<file path="src/rtl/fft_stage_sched.sv">
// rtl/fft_stage_sched.sv - radix-2 in-place FFT stage scheduler: butterfly read/write addresses and twiddle index
// Define FFT_STAGE_SCHED_PERF_EN to add the o_cycle_cnt busy-cycle counter.
module fft_stage_sched #(
  parameter int LOG2N    = 3,
  parameter int BFLY_LAT = 3
) (
  input  logic                     i_clk,
  input  logic                     i_rst,
  input  logic                     i_start,
  output logic                     o_busy,
  output logic                     o_done,
  output logic                     o_rd_en,
  output logic [LOG2N-1:0]         o_rd_addr_a,
  output logic [LOG2N-1:0]         o_rd_addr_b,
  output logic                     o_wr_en,
  output logic [LOG2N-1:0]         o_wr_addr_a,
  output logic [LOG2N-1:0]         o_wr_addr_b,
  output logic [LOG2N-2:0]         o_tw_idx,
`ifdef FFT_STAGE_SCHED_PERF_EN
  output logic [15:0]              o_cycle_cnt,
`endif
  output logic [$clog2(LOG2N)-1:0] o_stage
);

  localparam int AW = LOG2N;
  localparam int KW = LOG2N - 1;
  localparam int SW = $clog2(LOG2N);
  localparam int DW = 4;
  localparam logic [KW-1:0] K_LAST = '1;
  localparam logic [DW-1:0] D_LAST = DW'(BFLY_LAT - 1);
  localparam logic [SW-1:0] S_LAST = SW'(LOG2N - 1);

  typedef enum logic [1:0] {IDLE = 2'd0, ISSUE = 2'd1, DRAIN = 2'd2, DONE = 2'd3} state_t;

  state_t        state_q, state_d;
  logic [SW-1:0] stage_q, stage_d;
  logic [KW-1:0] k_q, k_d;
  logic [DW-1:0] dcnt_q, dcnt_d;
  logic          busy_q, busy_d, done_q, done_d, rd_en_q, rd_en_d;
  logic [AW-1:0] rd_a_q, rd_a_d, rd_b_q, rd_b_d, span_d;
  logic [KW-1:0] tw_q, tw_d, idx_d;

  logic          wr_en_pipe_q [BFLY_LAT];
  logic [AW-1:0] wr_a_pipe_q  [BFLY_LAT];
  logic [AW-1:0] wr_b_pipe_q  [BFLY_LAT];

  always_comb begin
    state_d = state_q;
    stage_d = stage_q;
    k_d     = k_q;
    dcnt_d  = dcnt_q;
    case (state_q)
      IDLE: if (i_start) begin
        state_d = ISSUE;
        stage_d = '0;
        k_d     = '0;
      end
      ISSUE: if (k_q == K_LAST) begin
        state_d = DRAIN;
        dcnt_d  = '0;
      end else begin
        k_d = k_q + KW'(1);
      end
      DRAIN: if (dcnt_q == D_LAST) begin
        if (stage_q == S_LAST) begin
          state_d = DONE;
        end else begin
          state_d = ISSUE;
          stage_d = stage_q + SW'(1);
          k_d     = '0;
        end
      end else begin
        dcnt_d = dcnt_q + DW'(1);
      end
      default: state_d = IDLE;
    endcase

    // Outputs are computed from the next state so that they are registered yet aligned with the state.
    busy_d  = (state_d == ISSUE) || (state_d == DRAIN);
    done_d  = (state_d == DONE);
    rd_en_d = (state_d == ISSUE);
    span_d  = AW'(1) << stage_d;
    idx_d   = k_d & KW'(span_d - AW'(1));
    rd_a_d  = '0;
    rd_b_d  = '0;
    tw_d    = '0;
    if (rd_en_d) begin
      rd_a_d = (((AW'(k_d) >> stage_d) << stage_d) << 1) | AW'(idx_d);
      rd_b_d = rd_a_d + span_d;
      tw_d   = idx_d << (S_LAST - stage_d);
    end
  end

  always_ff @(posedge i_clk) begin
    if (i_rst) begin
      state_q <= IDLE;
      stage_q <= '0;
      k_q     <= '0;
      dcnt_q  <= '0;
      busy_q  <= 1'b0;
      done_q  <= 1'b0;
      rd_en_q <= 1'b0;
      rd_a_q  <= '0;
      rd_b_q  <= '0;
      tw_q    <= '0;
    end else begin
      state_q <= state_d;
      stage_q <= stage_d;
      k_q     <= k_d;
      dcnt_q  <= dcnt_d;
      busy_q  <= busy_d;
      done_q  <= done_d;
      rd_en_q <= rd_en_d;
      rd_a_q  <= rd_a_d;
      rd_b_q  <= rd_b_d;
      tw_q    <= tw_d;
    end
  end

  // Write-back delay line; reset drops every in-flight butterfly.
  always_ff @(posedge i_clk) begin
    if (i_rst) begin
      for (int i = 0; i < BFLY_LAT; i++) begin
        wr_en_pipe_q[i] <= 1'b0;
        wr_a_pipe_q[i]  <= '0;
        wr_b_pipe_q[i]  <= '0;
      end
    end else begin
      wr_en_pipe_q[0] <= rd_en_q;
      wr_a_pipe_q[0]  <= rd_a_q;
      wr_b_pipe_q[0]  <= rd_b_q;
      for (int i = 1; i < BFLY_LAT; i++) begin
        wr_en_pipe_q[i] <= wr_en_pipe_q[i-1];
        wr_a_pipe_q[i]  <= wr_a_pipe_q[i-1];
        wr_b_pipe_q[i]  <= wr_b_pipe_q[i-1];
      end
    end
  end

`ifdef FFT_STAGE_SCHED_PERF_EN
  logic [15:0] cnt_q, cnt_d;

  always_comb begin
    cnt_d = cnt_q;
    if ((state_q == IDLE) && i_start) begin
      cnt_d = '0;
    end else if (busy_q && (cnt_q != 16'hFFFF)) begin
      cnt_d = cnt_q + 16'd1;
    end
  end

  always_ff @(posedge i_clk) begin
    if (i_rst) begin
      cnt_q <= '0;
    end else begin
      cnt_q <= cnt_d;
    end
  end

  assign o_cycle_cnt = cnt_q;
`endif

  assign o_busy      = busy_q;
  assign o_done      = done_q;
  assign o_rd_en     = rd_en_q;
  assign o_rd_addr_a = rd_a_q;
  assign o_rd_addr_b = rd_b_q;
  assign o_tw_idx    = tw_q;
  assign o_stage     = stage_q;
  assign o_wr_en     = wr_en_pipe_q[BFLY_LAT-1];
  assign o_wr_addr_a = wr_a_pipe_q[BFLY_LAT-1];
  assign o_wr_addr_b = wr_b_pipe_q[BFLY_LAT-1];

endmodule

</file>
<file path="config.mk">
export PLATFORM = sky130hd
export DESIGN_NAME = fft_stage_sched
export DESIGN_NICKNAME = d
export VERILOG_FILES = /design/src/rtl/fft_stage_sched.sv
export SDC_FILE = /design/constraint.sdc
export NUM_CORES = 1
export LEC_CHECK = 0
export ABC_AREA = 1
export CELL_PAD_IN_SITES_DETAIL_PLACEMENT = 1
export CELL_PAD_IN_SITES_GLOBAL_PLACEMENT = 1
export CORE_ASPECT_RATIO = 1.5
export CORE_UTILIZATION = 35
export CTS_CLUSTER_SIZE = 40
export DETAILED_ROUTE_END_ITERATION = 12
export GPL_TIMING_DRIVEN = 1
export HOLD_SLACK_MARGIN = 0.08
export PLACE_DENSITY_LB_ADDON = 0.2
export SYNTH_ARGS = -nofsm -noshare
export SYNTH_HDL_FRONTEND = slang
export SYNTH_SLANG_ARGS = --single-unit
</file>
<file path="constraint.sdc">
create_clock -name i_clk -period 2.5 [get_ports i_clk]
set_clock_uncertainty 0.15 [all_clocks]
set_input_delay 0.5 -clock i_clk [delete_from_list [all_inputs] [get_ports i_clk]]
set_output_delay 0.5 -clock i_clk [all_outputs]
set_load 0.01 [all_outputs]
</file>
==> results of run 1 <==
[repair_timing]
action,in CTS,in global routing
cloned,0,0
endpoints found under the hold margin,0,0
hold buffers,0,0
gates resized for setup,10,14
setup buffers,1,2
pin swaps,4,11
endpoints found under the setup margin,2,2
[how the worst min path moves through the flow]
stage | endpoint | slack, ps | cells past startpoint
5_1_grt | wr_en_pipe_q[0][2]$_SDFF_PP0_ | 270 | 2
4_1_cts | wr_a_pipe_q[0][3]$_SDFF_PP0_ | 260 | 2
6_report | wr_a_pipe_q[0][3]$_SDFF_PP0_ | 260 | 2
3_5_place_dp | wr_a_pipe_q[0][3]$_SDFF_PP0_ | 250 | 2
3_3_place_gp | wr_b_pipe_q[0][4]$_SDFF_PP0_ | 240 | 2
2_1_floorplan | wr_a_pipe_q[0][3]$_SDFF_PP0_ | 240 | 2
[sequential cells by signal, summed over array words and instances, names as in the netlist]
register      count
dcnt_q            4
k_q               2
o_busy            1
o_done            1
o_rd_addr_a       3
o_rd_addr_b       3
o_rd_en           1
o_stage           2
o_tw_idx          2
state_q           2
wr_a_pipe_q       9
wr_b_pipe_q       9
wr_en_pipe_q      3
[power groups by stage]
stage	clock, mW	combinational [mW]	sequential, mW
detailed placement	0	0.0866	0.711
global placement	0	0.0841	0.710
floorplan	0	0.0442	0.713
finish	0.450	0.0892	0.695
CTS	0.470	0.0895	0.695
global route	0.496	0.101	0.697
[tightest hold or removal path, stage by stage (launching register included)]
cell     delay, ps
dfxtp_1        300
inv_1           40
nor2_1          30
[per-stage QoR]
| stage | hold slack (ps) | instances | total power [mW] | util |
|---|---|---|---|---|
| 2_1_floorplan | 238 | 202 | 0.757 | - |
| 3_3_place_gp | 239 | 295 | 0.794 | 0.444 |
| 3_5_place_dp | 248 | 295 | 0.797 | 0.444 |
| 4_1_cts | 259 | 304 | 1.25 | 0.474 |
| 5_1_grt | 269 | 306 | 1.29 | 0.490 |
| 6_report | 255 | 306 | 1.23 | 0.490 |
[cell families (layout without fill, tap and decap cells)]
group	after synthesis	in the layout
AO/OA/AOI/OAI	13	13
XOR/XNOR	1	1
adder cells (fa/ha/maj)	9	9
buffers and inverters	54	94
flip-flops	42	42
other	1	1
AND/OR/NAND/NOR	82	82
[cell usage in the layout (no fill, tap or decap), types with 2 or more instances in the layout]
cell / netlist / final
ha_1: 8 / 5
dfxtp_1: 42 / 38
nand2_2: 5 / 7
nand3_1: 8 / 5
a21oi_1: 6 / 6
ha_4: 0 / 3
dfxtp_2: 0 / 4
nor3_1: 3 / 3
nor2_4: 2 / 2
and3_1: 2 / 2
nand3_2: 1 / 4
nand2_1: 20 / 17
buf_4: 6 / 19
clkdlybuf4s50_1: 0 / 21
nand2_4: 1 / 2
inv_1: 41 / 39
nor2_2: 2 / 2
nor2_1: 37 / 37
o21ai_0: 4 / 4
clkbuf_8: 0 / 5
inv_2: 4 / 5
[final cells by class]
type	count	area [um^2]	share of cell area
flip-flops and latches	42	846	0.380
multi-input cells	106	668	0.300
repair buffers	41	365	0.164
inverters	45	171	0.0771
well taps	64	80.1	0.0360
clock buffers	5	68.8	0.0309
clock inverters	3	25.0	0.0112
[layer usage]
| metal | up-vias | track usage | share of wire |
|---|---|---|---|
| met5 | - | 0 | 0 |
| met4 | 0 | 0.0801 | 0.017 |
| met3 | 5 | 0.0392 | 0.027 |
| met2 | 20 | 0.265 | 0.55 |
| met1 | 596 | 0.154 | 0.40 |
| li1 | 665 | - | - |
==> results_dict.tcl, run 1 <==
set metrics [dict create \
    clkLatencyLatePin_ps 300 \
    drtAntennaViolNets 0 \
    htreeDepth 2 \
    firstDrtPassIters 4 \
    hold_viol 0 \
    crit_buf_inv 3 \
    critical_path.max_stage_delay_ps 340 \
    synth-edff-count 0 \
    ir_drop_uv 232 \
    final_area_um2 2220 \
    cts_tree "done" \
    fp.dieH_um 86.2 \
    synthFlopType "dfxtp_1" \
    max_cap_viol_count 0 \
    hpwl_mm 2.42 \
    yosysTopAreaCellShare 0.509 \
    setup_viol 0 \
    cts_root_buf "clkbuf_8" \
    synthTopCellsByCount "dfxtp_1, inv_1, nor2_1" \
    synth_area_leaders "dfxtp_1, inv_1, nor2_1" \
    postRouteWirelength_mm 3.32 \
    placed_area_um2 2020 \
    grt_pass1_wl_mm 5.53 \
    rr_endpoint "o_rd_addr_b[2]$_SDFF_PP0_" \
    start_util 0.364 \
    cts_max_path_buffers 2 \
    arrival_ps 2410 \
    end_kind "flip-flop" \
    synth.yosys.seq_area_share 0.509 \
    synth_top_family_by_area "simple AND/OR/NAND/NOR gates" \
    leakage_nw 0.947 \
    path_cells "inv_2 -> ha_4 -> nand2_4 -> nor2_4 -> nand2_2 -> nand2_2 -> inv_4 -> ha_4 -> xnor2_2 -> nand3_2 -> a21boi_4 -> fa_2 -> inv_2 -> nand3_2 -> nand2_1 -> nor2_1" \
    synthSimpleGateAreaFrac 0.227 \
    vias 1286 \
    yosysMostFrequentCell "dfxtp_1" \
    ys_ff_latch 42 \
    drt_iter0_markers 13 \
    drc_errors 0 \
    p_seq_frac 0.563 \
    netlist_area_um2 1650 \
    critPathCapture "o_rd_addr_b[2]$_SDFF_PP0_" \
    synth_nets 214 \
    critPathLaunchType "flip-flop" \
    finalCritPeriodShare 0.945 \
    crit_family "adder cells" \
    critPathLaunch "dcnt_q[0]$_SDFFE_PP0P_" \
    grt.total_usage 0.149 \
    clock_sinks 42 \
    status "finished, final reports clean" \
    p_int_uw 927 \
    numCtsBuffers 5 \
    synth-xor-area-share 0.00530 \
    r2r_cells 16 \
    pre_cts_slack_ps -407 \
    rsz0062_at_grt "no" \
    antenna_found_initial 0 \
    port_buffers 22 \
    fp.coreArea_um2 4540 \
    area_growth_pct 34.6 \
    post-route-min-period_ps 2360 \
    synth_cell_types 26 \
    power_frac_comb 0.072 \
    critPathMaxFanout 3 \
    die_x_um 58.1 \
    synthAdderAreaFrac 0.0727 \
    grt_pass1_vias 1304 \
    drive_gt1_frac 0.248 \
    slew_violations 0 \
    std_cell_rows 30 \
    cp_data_required_time_ps 2550 \
    nFillCells 553 \
    via_per_inst 4.20 \
    num_antenna_cells 0 \
    synth_compound_area_frac 0.0469 \
    postSynthAreaPerCell_um2 8.18 \
    synthMuxAreaShare 0 \
    reg2reg_from "dcnt_q[0]$_SDFFE_PP0P_" \
    switching_share 0.249 \
    die_area_um2 5010 \
    path_class "flip-flop to flip-flop" \
    async_flop_share 0 \
    r2r_slack_ps 140 \
    yosysTopAreaCell "dfxtp_1" \
    syn_inst 202 \
    yosysWarnings 0 \
    p_clk_frac 0.365 \
    layout_setup_ws_ps 137 \
    final_nets 253 \
    finalSetupTns_ps 0 \
    netSwitchingPower_uw 308 \
    grt_max_degree 28 \
    gp_congestion 0.801 \
    crit_cells 16 \
    hold_path_class "flip-flop to flip-flop" \
    hp-start "wr_a_pipe_q[0][0]$_SDFF_PP0_" \
    gr-total-overflow 0 \
    path_clk_slew_ps 90 \
    powerDensity_nw_per_um2 555 \
    max_freq_ghz 0.423 \
    ios 23 \
    wl_per_cell_um 10.8 \
    crit_slowest_cell "fa_2" \
]
Power figures use the tool's default switching activity.
==> inputs of run 2 (changes only) <==
--- a/config.mk
+++ b/config.mk
@@ -15,6 +15,7 @@
 export GPL_TIMING_DRIVEN = 1
 export HOLD_SLACK_MARGIN = 0.08
 export PLACE_DENSITY_LB_ADDON = 0.2
+export RECOVER_POWER = 50
 export SYNTH_ARGS = -nofsm -noshare
 export SYNTH_HDL_FRONTEND = slang
 export SYNTH_SLANG_ARGS = --single-unit
==> run 2 against run 1 <==
- utilization down 0.14 points
- combinational power is 1% lower
- clock-buffer cell count did not move
- wire length unchanged
- clock power hardly changed
- via count is 0.31% higher
- sequential power is essentially flat
- maximum frequency barely moved
- non-clock buffer count is the same
- register-to-register slack about the same
- sequential share of layout area grew 0.11 points
- total power about the same
==> results_dict.tcl, run 2 (synthesis results as in run 1) <==
set metrics [dict create \
    ir_drop_uv 232 \
    ios 23 \
    rsz0062_at_grt "no" \
    post-route-min-period_ps 2360 \
    num_antenna_cells 0 \
    postRouteWirelength_mm 3.32 \
    hold_path_class "flip-flop to flip-flop" \
    fp.coreArea_um2 4540 \
    fp.dieH_um 86.2 \
    final_area_um2 2220 \
    grtUsageMet3 0.0392 \
    numCtsBuffers 5 \
    drc_errors 0 \
    grt_pass1_vias 1304 \
    port_buffers 22 \
    setup_viol 0 \
    grt.met1_usage 0.154 \
    std_cell_rows 30 \
    leakage_nw 0.943 \
    placed_area_um2 2020 \
    drt_iter0_markers 13 \
    powerDensity_nw_per_um2 556 \
    layout_commonest_cell "inv_1" \
    largestRegisters "wr_a_pipe_q x9, wr_b_pipe_q x9, dcnt_q x4" \
    critPathLaunchType "flip-flop" \
    cts_max_path_buffers 2 \
    path_class "flip-flop to flip-flop" \
    antenna_found_initial 0 \
    start_util 0.364 \
    clock_sinks 42 \
    area_growth_pct 34.2 \
    die_x_um 58.1 \
    pre_cts_slack_ps -407 \
    cp_data_required_time_ps 2550 \
    whs_ps 255 \
    status "finished, final reports clean" \
    cts_tree "done" \
    finalCritPeriodShare 0.945 \
    final_nets 253 \
    drive_gt1_frac 0.240 \
    grt_pass1_wl_mm 5.53 \
    top_usage_layer "met2" \
    critPathMaxFanout 3 \
    path_clk_slew_ps 90 \
    hold_buffers 0 \
    cts_root_buf "clkbuf_8" \
    slew_headroom 0.218 \
    clkLatencyLatePin_ps 300 \
    finalSetupTns_ps 0 \
    slew_violations 0 \
    grt.met2_usage 0.265 \
    hold_viol 0 \
    gr-total-overflow 0 \
    arrival_ps 2410 \
    grt_max_degree 28 \
    wl_per_cell_um 10.8 \
    max_cap_viol_count 0 \
    via_per_inst 4.22 \
    tightestPinTransition_ps 1170 \
    layout_common_cells "inv_1, dfxtp_1, nor2_1" \
    htreeDepth 2 \
    drtAntennaViolNets 0 \
    gp_congestion 0.801 \
    max_freq_ghz 0.423 \
    layout_setup_ws_ps 137 \
    vias 1290 \
    die_area_um2 5010 \
    firstDrtPassIters 3 \
    hpwl_mm 2.42 \
    grt.total_usage 0.149 \
    end_kind "flip-flop" \
]
==> run 2: layer usage <==
| metal | routed length [um] | vias to the layer above |
|---|---|---|
| met5 | 0 | - |
| met4 | 57 | 0 |
| met1 | 1340 | 598 |
| met3 | 91 | 5 |
| li1 | - | 667 |
| met2 | 1820 | 20 |
==> run 2: what timing repair did <==
action                                  in CTS  in global routing
setup buffers                                1                  2
endpoints found under the hold margin        0                  0
endpoints found under the setup margin       2                  2
pin swaps                                    4                 11
gates resized for setup                     10                 14
==> run 2: critical path, stage by stage, from the launching register on <==
cell	delay, ps
dfxtp_2	330
inv_2	70
ha_4	150
nand2_4	60
nor2_4	130
nand2_2	70
nand2_2	90
inv_4	60
ha_4	170
xnor2_2	160
nand3_2	90
a21boi_4	160
fa_2	340
inv_2	70
nand3_2	60
nand2_1	60
nor2_1	40
==> run 2: report_power, final <==
group | leakage, nW | switching, mW | internal (mW)
combinational | 0.555 | 0.0496 | 0.0384
clock | 0.0447 | 0.249 | 0.202
sequential | 0.343 | 0.00890 | 0.686
==> run 2: through the flow <==
| step | cells | utilization | power [mW] |
|---|---|---|---|
| floorplan | 202 | - | 0.757 |
| global placement | 295 | 0.444 | 0.794 |
| detailed placement | 295 | 0.444 | 0.797 |
| CTS | 304 | 0.474 | 1.25 |
| global route | 306 | 0.488 | 1.29 |
| finish | 306 | 0.488 | 1.23 |
==> run 2: final cells by class <==
| cell class | instances | area [um^2] |
|---|---|---|
| Clock buffer | 5 | 68.8 |
| Timing Repair Buffer | 41 | 362 |
| Clock inverter | 3 | 25.0 |
| Multi-Input combinational cell | 106 | 666 |
| Tap cell | 64 | 80.1 |
| Inverter | 45 | 171 |
| Sequential cell | 42 | 846 |
| Fill cell | 553 | 2320 |
==> run 2: path summary, 6_finish.rpt <==
| path | startpoint | to | slack (ps) | cells past startpoint |
|---|---|---|---|---|
| worst max-delay path | dcnt_q[0]$_SDFFE_PP0P_ | o_rd_addr_b[2]$_SDFF_PP0_ | 140 | 16 |
| worst min-delay path | wr_a_pipe_q[0][0]$_SDFF_PP0_ | wr_a_pipe_q[0][3]$_SDFF_PP0_ | 260 | 2 |
| worst max register to register | dcnt_q[0]$_SDFFE_PP0P_ | o_rd_addr_b[2]$_SDFF_PP0_ | 140 | 16 |
| worst min register to register | wr_a_pipe_q[0][0]$_SDFF_PP0_ | wr_a_pipe_q[0][3]$_SDFF_PP0_ | 260 | 2 |
